--- config.mk ---
export PLATFORM = sky130hd
export DESIGN_NAME = led_blink_arbiter_flat
export DESIGN_NICKNAME = d
export VERILOG_FILES = /design/src/rtl/led_blink_arbiter_if.sv /design/src/rtl/led_blink_arbiter.sv /design/src/flat_wrapper.sv
export SDC_FILE = /design/constraint.sdc
export NUM_CORES = 1
export LEC_CHECK = 0
export ABC_AREA = 1
export CAP_MARGIN = 10
export CORE_MARGIN = 4
export CORE_UTILIZATION = 40
export CTS_CLUSTER_DIAMETER = 120
export DETAILED_ROUTE_END_ITERATION = 8
export PLACE_DENSITY_LB_ADDON = 0.3
export SLEW_MARGIN = 10
export SYNTH_ARGS = -nofsm -noshare
export SYNTH_HDL_FRONTEND = slang
export SYNTH_SLANG_ARGS = --single-unit
--- constraint.sdc ---
create_clock -name clk -period 1.8 [get_ports clk]
set_input_delay 0.36 -clock clk [delete_from_list [all_inputs] [get_ports clk]]
set_output_delay 0.36 -clock clk [all_outputs]
set_load 0.05 [all_outputs]
--- src/rtl/led_blink_arbiter_if.sv ---
// ---------------------------------------------------------------------------
// led_blink_arbiter_if
// Groups the request/response signals of the LED blink arbiter.
//   req   [3:0]  per-requester blink request, level-sensitive
//   cnt   [15:0] blink counts, nibble i for requester i (0 encodes 16)
//   led          shared LED drive, 1 = lit
//   grant [3:0]  one-hot owner of the LED, zero when idle
//   busy         high while a burst is in progress
//   done  [3:0]  one-cycle completion pulse for the owning requester
// master: the side that issues requests; slave: the arbiter itself.
// ---------------------------------------------------------------------------
interface led_blink_arbiter_if;
   logic [3:0]  req;
   logic [15:0] cnt;
   logic        led;
   logic [3:0]  grant;
   logic        busy;
   logic [3:0]  done;

   modport master (output req, cnt, input led, grant, busy, done);
   modport slave  (input req, cnt, output led, grant, busy, done);
endinterface

--- src/rtl/led_blink_arbiter.sv ---
// ---------------------------------------------------------------------------
// led_blink_arbiter
// Shares one LED between four requesters. A granted requester gets a burst
// of N blinks (N from its cnt nibble, 0 meaning 16), each blink being one
// lit and one dark half-period of TICK_CYCLES clocks, followed by GAP_TICKS
// dark half-periods. Requesters are served round-robin.
// Ports:
//   clk    system clock, all state on the rising edge
//   rst_n  asynchronous active-low reset
//   bus    led_blink_arbiter_if.slave (req, cnt in; led, grant, busy, done out)
// ---------------------------------------------------------------------------
module led_blink_arbiter #(
   parameter logic [31:0] TICK_CYCLES = 32'd25_000_000,
   parameter logic [7:0]  GAP_TICKS   = 8'd2
) (
   input  logic                       clk,
   input  logic                       rst_n,
   led_blink_arbiter_if.slave         bus
);

   localparam logic [31:0] TICK_LAST = TICK_CYCLES - 32'd1;
   localparam logic [7:0]  GAP_LAST  = GAP_TICKS - 8'd1;

   typedef enum logic [1:0] {IDLE, ON, OFF, GAP} state_t;

   state_t      state, state_next;
   logic [31:0] tick_cnt, tick_next;
   logic [7:0]  gap_cnt, gap_next;
   logic [4:0]  remaining, rem_next;
   logic [1:0]  last_grant, last_next;
   logic [3:0]  grant_q, grant_next;
   logic        led_q;
   logic [3:0]  done_c;
   logic        tick;

   logic        pick_valid;
   logic [1:0]  pick_idx;
   logic [1:0]  cand;
   logic [3:0]  nibble;

   assign tick   = (tick_cnt == TICK_LAST);
   assign nibble = bus.cnt[{pick_idx, 2'b00} +: 4];

   // Round-robin search starting just after the last owner. Candidates are
   // visited from lowest to highest priority so the nearest asserted
   // requester overwrites the earlier ones; offset 0 (the last owner itself)
   // comes last in priority, so a repeat requester loses to anyone else.
   always_comb begin
      pick_valid = 1'b0;
      pick_idx   = 2'd0;
      cand       = 2'd0;
      for (int k = 3; k >= 0; k--) begin
         cand = last_grant + 2'(k + 1);
         if (bus.req[cand]) begin
            pick_valid = 1'b1;
            pick_idx   = cand;
         end
      end
   end

   // Next-state logic. The half-period counter runs only outside IDLE and
   // wraps on each tick; the gap counter counts ticks spent in GAP. done is
   // raised during the final GAP cycle, while grant still names the owner.
   always_comb begin
      state_next = state;
      tick_next  = tick_cnt;
      gap_next   = gap_cnt;
      rem_next   = remaining;
      last_next  = last_grant;
      grant_next = grant_q;
      done_c     = 4'b0000;
      unique case (state)
         IDLE: begin
            tick_next  = 32'd0;
            gap_next   = 8'd0;
            grant_next = 4'b0000;
            if (pick_valid) begin
               state_next = ON;
               grant_next = 4'b0001 << pick_idx;
               last_next  = pick_idx;
               rem_next   = (nibble == 4'd0) ? 5'd16 : {1'b0, nibble};
            end
         end
         ON: begin
            tick_next = tick ? 32'd0 : tick_cnt + 32'd1;
            if (tick) state_next = OFF;
         end
         OFF: begin
            tick_next = tick ? 32'd0 : tick_cnt + 32'd1;
            if (tick) begin
               rem_next   = remaining - 5'd1;
               state_next = (remaining == 5'd1) ? GAP : ON;
            end
         end
         GAP: begin
            tick_next = tick ? 32'd0 : tick_cnt + 32'd1;
            if (tick) begin
               if (gap_cnt == GAP_LAST) begin
                  state_next = IDLE;
                  gap_next   = 8'd0;
                  grant_next = 4'b0000;
                  done_c     = grant_q;
               end else begin
                  gap_next = gap_cnt + 8'd1;
               end
            end
         end
         default: state_next = IDLE;
      endcase
   end

   // State and output registers. led is computed from the next state so the
   // registered LED is lit exactly during ON cycles.
   always_ff @(posedge clk or negedge rst_n) begin
      if (!rst_n) begin
         state      <= IDLE;
         tick_cnt   <= 32'd0;
         gap_cnt    <= 8'd0;
         remaining  <= 5'd0;
         last_grant <= 2'd3;
         grant_q    <= 4'b0000;
         led_q      <= 1'b0;
      end else begin
         state      <= state_next;
         tick_cnt   <= tick_next;
         gap_cnt    <= gap_next;
         remaining  <= rem_next;
         last_grant <= last_next;
         grant_q    <= grant_next;
         led_q      <= (state_next == ON);
      end
   end

   assign bus.led   = led_q;
   assign bus.grant = grant_q;
   assign bus.busy  = (state != IDLE);
   assign bus.done  = done_c;

endmodule
--- src/flat_wrapper.sv ---
// flat-port wrapper written by rule: the top's interface ports become plain ports
module led_blink_arbiter_flat 
#(
   parameter logic [31:0] TICK_CYCLES = 32'd25_000_000,
   parameter logic [7:0]  GAP_TICKS   = 8'd2
)
  (clk, rst_n, bus_req, bus_cnt, bus_led, bus_grant, bus_busy, bus_done);
  led_blink_arbiter_if bus_i ();
  input  logic clk;
  input  logic rst_n;
  input wire logic [$bits(bus_i.req)-1:0] bus_req;
  input wire logic [$bits(bus_i.cnt)-1:0] bus_cnt;
  output wire logic [$bits(bus_i.led)-1:0] bus_led;
  output wire logic [$bits(bus_i.grant)-1:0] bus_grant;
  output wire logic [$bits(bus_i.busy)-1:0] bus_busy;
  output wire logic [$bits(bus_i.done)-1:0] bus_done;
  assign bus_i.req = bus_req;
  assign bus_i.cnt = bus_cnt;
  assign bus_led = bus_i.led;
  assign bus_grant = bus_i.grant;
  assign bus_busy = bus_i.busy;
  assign bus_done = bus_i.done;
  led_blink_arbiter #(.TICK_CYCLES(TICK_CYCLES), .GAP_TICKS(GAP_TICKS)) u_core (.clk(clk), .rst_n(rst_n), .bus(bus_i));
endmodule
==> metrics.csv <==
stage,metric,value,unit
floorplan,ioPinCount,32,
critical_path,critPathMaxStageDelay,410,ps
timing,max_freq,0.425,GHz
critical_path,cp-end-kind,output port,
global_route,grt_first_pass_wirelength,17500,um
timing,setup_slack,-550,ps
critical_path,slowest_stage,dfrtp_1,
drt,finalWirelength,12400,um
timing,worst_slew_pin_slew,535,ps
cts,cts_max_level,2,
cts,cts_buffers,5,
timing,period_share,1.31,
critical_path,worst-path-stages,10,
logic_synthesis,syn-num-nets,520,
hold_path,hold_path_class,primary input to asynchronous set/reset pin,
logic_synthesis,yosysSeqAreaShare,0.376,
critical_path,r2r_setup_slack,-430,ps
drt,drc_errors,0,
final_layout,area_delta_synth_final,70.8,%
floorplan,fp-row-count,34,
global_route,antenna_found_initial,0,
timing,period_minus_slack,2350,ps
logic_synthesis,ys_types,39,
critical_path,critPathTopFamily,simple AND/OR/NAND/NOR gates,
status,outcome,"finished, violations left",
power_and_ir_drop,ir_drop,0.000354,V
timing,rsz0062_at_grt,yes,
placement,place_congestion,0.993,
critical_path,crit_fanout,4,
final_layout,fin_area,6160,um^2
cts,clk_latency,320,ps
logic_synthesis,synth_edf_count,0,
placement,dp_worst_setup_slack,-415,ps
critical_path,worstSetupPathType,register to output port,
placement,place_hpwl,7870,um
placement,io_buffers,31,
final_layout,layout-drive-gt1-share,0.484,
power_and_ir_drop,power_density,363,nW/um^2
cts,cts_buffer_depth,2,
critical_path,reg2reg_to,u_core.tick_cnt[18],
status,failed_checks,setup timing,
timing,final-hold-violation-count,0,
critical_path,cp-start-kind,register,
logic_synthesis,synth_area,3600,um^2
global_route,grt-ovfl-total,0,
logic_synthesis,ys_warn_count,0,
timing,finalClockSkew,14.4,ps
cts,tritoncts,yes,
logic_synthesis,yosysTopAreaCell,dfrtp_1,
floorplan,core_region_area,8760,um^2
critical_path,r2r-start,u_core.tick_cnt[0],
logic_synthesis,yosys_most_used_dff,dfrtp_1,
logic_synthesis,synth_top_cell_area_share,0.361,
cts,clock-sinks,54,
logic_synthesis,syn_inst,488,
floorplan,die_h,103,um
global_route,grt_max_degree,21,
critical_path,cp_data_arrival_time,1990,ps
final_layout,final_util,0.702,
drt,via_per_inst,5.26,
cts,clkTransAtPathRegs,120,ps
critical_path,reg2reg_depth,14,
timing,setup_tns,-12270,ps
critical_path,startpoint,u_core.tick_cnt[0],
flow_run,maxCapViolations,0,
logic_synthesis,synth-async-reset-ratio,1.00,
global_route,grtUsageTotal,0.206,
logic_synthesis,synth.area.top_cells,"dfrtp_1, nand2_1, inv_1, nor2_1, nand3_1",
cts,root_buffer,clkbuf_8,
final_layout,layout_commonest_cell,buf_4,
global_route,first_global_vias,3839,
drt,first_pass_iters,5,
final_layout,diodes,0,
final_layout,mostFrequentLayoutCells,"buf_4, nand2_1, inv_1",
critical_path,crit_top_cell,nor2_4,
drt,vias,4086,
logic_synthesis,syn_area_per_cell,7.38,um^2
critical_path,worstPathCellList,ha_4 > nand3_4 > nor2_4 > nand2_2 > inv_2 > nand4_1 > nor2_4 > nand3_4 > nor2_4 > buf_12,
drt,drtIter0Drc,219,
placement,placed_area,4960,um^2
floorplan,die-area,10600,um^2
power_and_ir_drop,p_leak,2.93,nW
timing,setup_violations,49,
timing,drv_slew,0,
final_layout,fin_nets,700,
floorplan,die_x,103,um
floorplan,start_util,0.411,
critical_path,worstPathBufferInverterCount,2,
drt,wl_per_cell,16.0,um
drt,ant_nets,0,
logic_synthesis,synth-seq-cells,54,
critical_path,worstPathRequired,1440,ps
timing,maxSlewHeadroom,0.640,
-- power breakdown --
| part | switching, W | leakage, nW | internal [W] | total [W] |
|---|---|---|---|---|
| Clock | 0.000451 | 0.0478 | 0.000319 | 0.000770 |
| Sequential | 0 | 0.686 | 0.00121 | 0.00121 |
| Combinational | 0.000133 | 2.20 | 0.000116 | 0.000249 |
| Total | 0.000584 | 2.93 | 0.00165 | 0.00223 |
-- what timing repair did --
action | 4_1_cts | 5_1_grt
gates cloned | 1 | 0
setup buffers | 30 | 19
resized for setup | 77 | 122
hold buffers | 0 | 0
endpoints found under the setup margin | 48 | 54
pin swaps | 41 | 60
-- layout make-up --
| type | count | area, um^2 |
|---|---|---|
| clock buffer | 6 | 82.6 |
| clock inverter | 2 | 16.3 |
| fill | 634 | 2610 |
| inverter | 73 | 302 |
| multi-input combinational | 355 | 2670 |
| sequential | 54 | 1350 |
| tap | 108 | 135 |
| timing repair buffer | 179 | 1600 |
-- worst reg2reg max path, stage by stage (launching register included) --
cell	delay, ps
dfrtp_1	410
ha_4	160
nand3_4	90
nor2_4	110
nand2_2	70
buf_4	130
buf_4	120
buf_4	120
buf_6	110
nor4_4	180
nand3_2	190
buf_6	160
buf_6	100
xor2_1	130
nor2_1	60
-- synth_stat cells (4+ instances only) --
| master | count |
|---|---|
| a21oi_1 | 24 |
| dfrtp_1 | 52 |
| ha_1 | 10 |
| inv_1 | 64 |
| inv_2 | 7 |
| nand2_1 | 97 |
| nand2_2 | 16 |
| nand3_1 | 29 |
| nand3_2 | 4 |
| nand4_1 | 17 |
| nor2_1 | 54 |
| nor2_2 | 4 |
| nor3_1 | 26 |
| nor4_1 | 14 |
| o21ai_0 | 10 |
| o21ai_1 | 4 |
| o22ai_1 | 4 |
| xnor2_1 | 7 |
| xor2_1 | 16 |
-- metrics by stage --
stage | instances | hold slack, ps | power (W)
after global routing | 777 | 38.0 | 0.00231
after detailed placement | 730 | 362 | 0.00140
after global placement | 730 | 355 | 0.00140
after CTS | 765 | 16.1 | 0.00219
final | 777 | 0.990 | 0.00223
after floorplan | 488 | 64.4 | 0.00130
-- flip-flops by register name, summed over array words and instances, names as in the netlist --
| signal | flops |
|---|---|
| u_core.tick_cnt | 32 |
| u_core.gap_cnt | 8 |
| u_core.remaining | 5 |
| u_core.bus.grant | 4 |
| u_core.last_grant | 2 |
| u_core.state | 2 |
| u_core.bus.led | 1 |
-- worst max path at each step --
stage / end / slack, ps
finish: bus_done[0] / -550
global route: bus_done[0] / -640
floorplan: bus_done[0] / -240
CTS: bus_done[0] / -530
detailed placement: u_core.remaining[4] / -420
global placement: u_core.remaining[4] / -360
-- layer usage --
layer,track usage,up-vias,wire length (um)
met5,0,-,0
met1,0.276,1971,5370
met4,0.0578,0,401
li1,-,1962,-
met3,0.0271,38,398
met2,0.349,115,6240
-- cells by family (layout without fill, tap and decap cells) --
family          after synthesis  after routing  synth area share
fa+ha+maj                    10             10            0.0347
compound gates               52             52            0.0826
simple gates                270            270             0.362
flops                        54             54             0.376
xor+xnor                     23             23            0.0559
buf+inv                      79            260            0.0892
No activity file was read; power rests on OpenSTA's default activity.
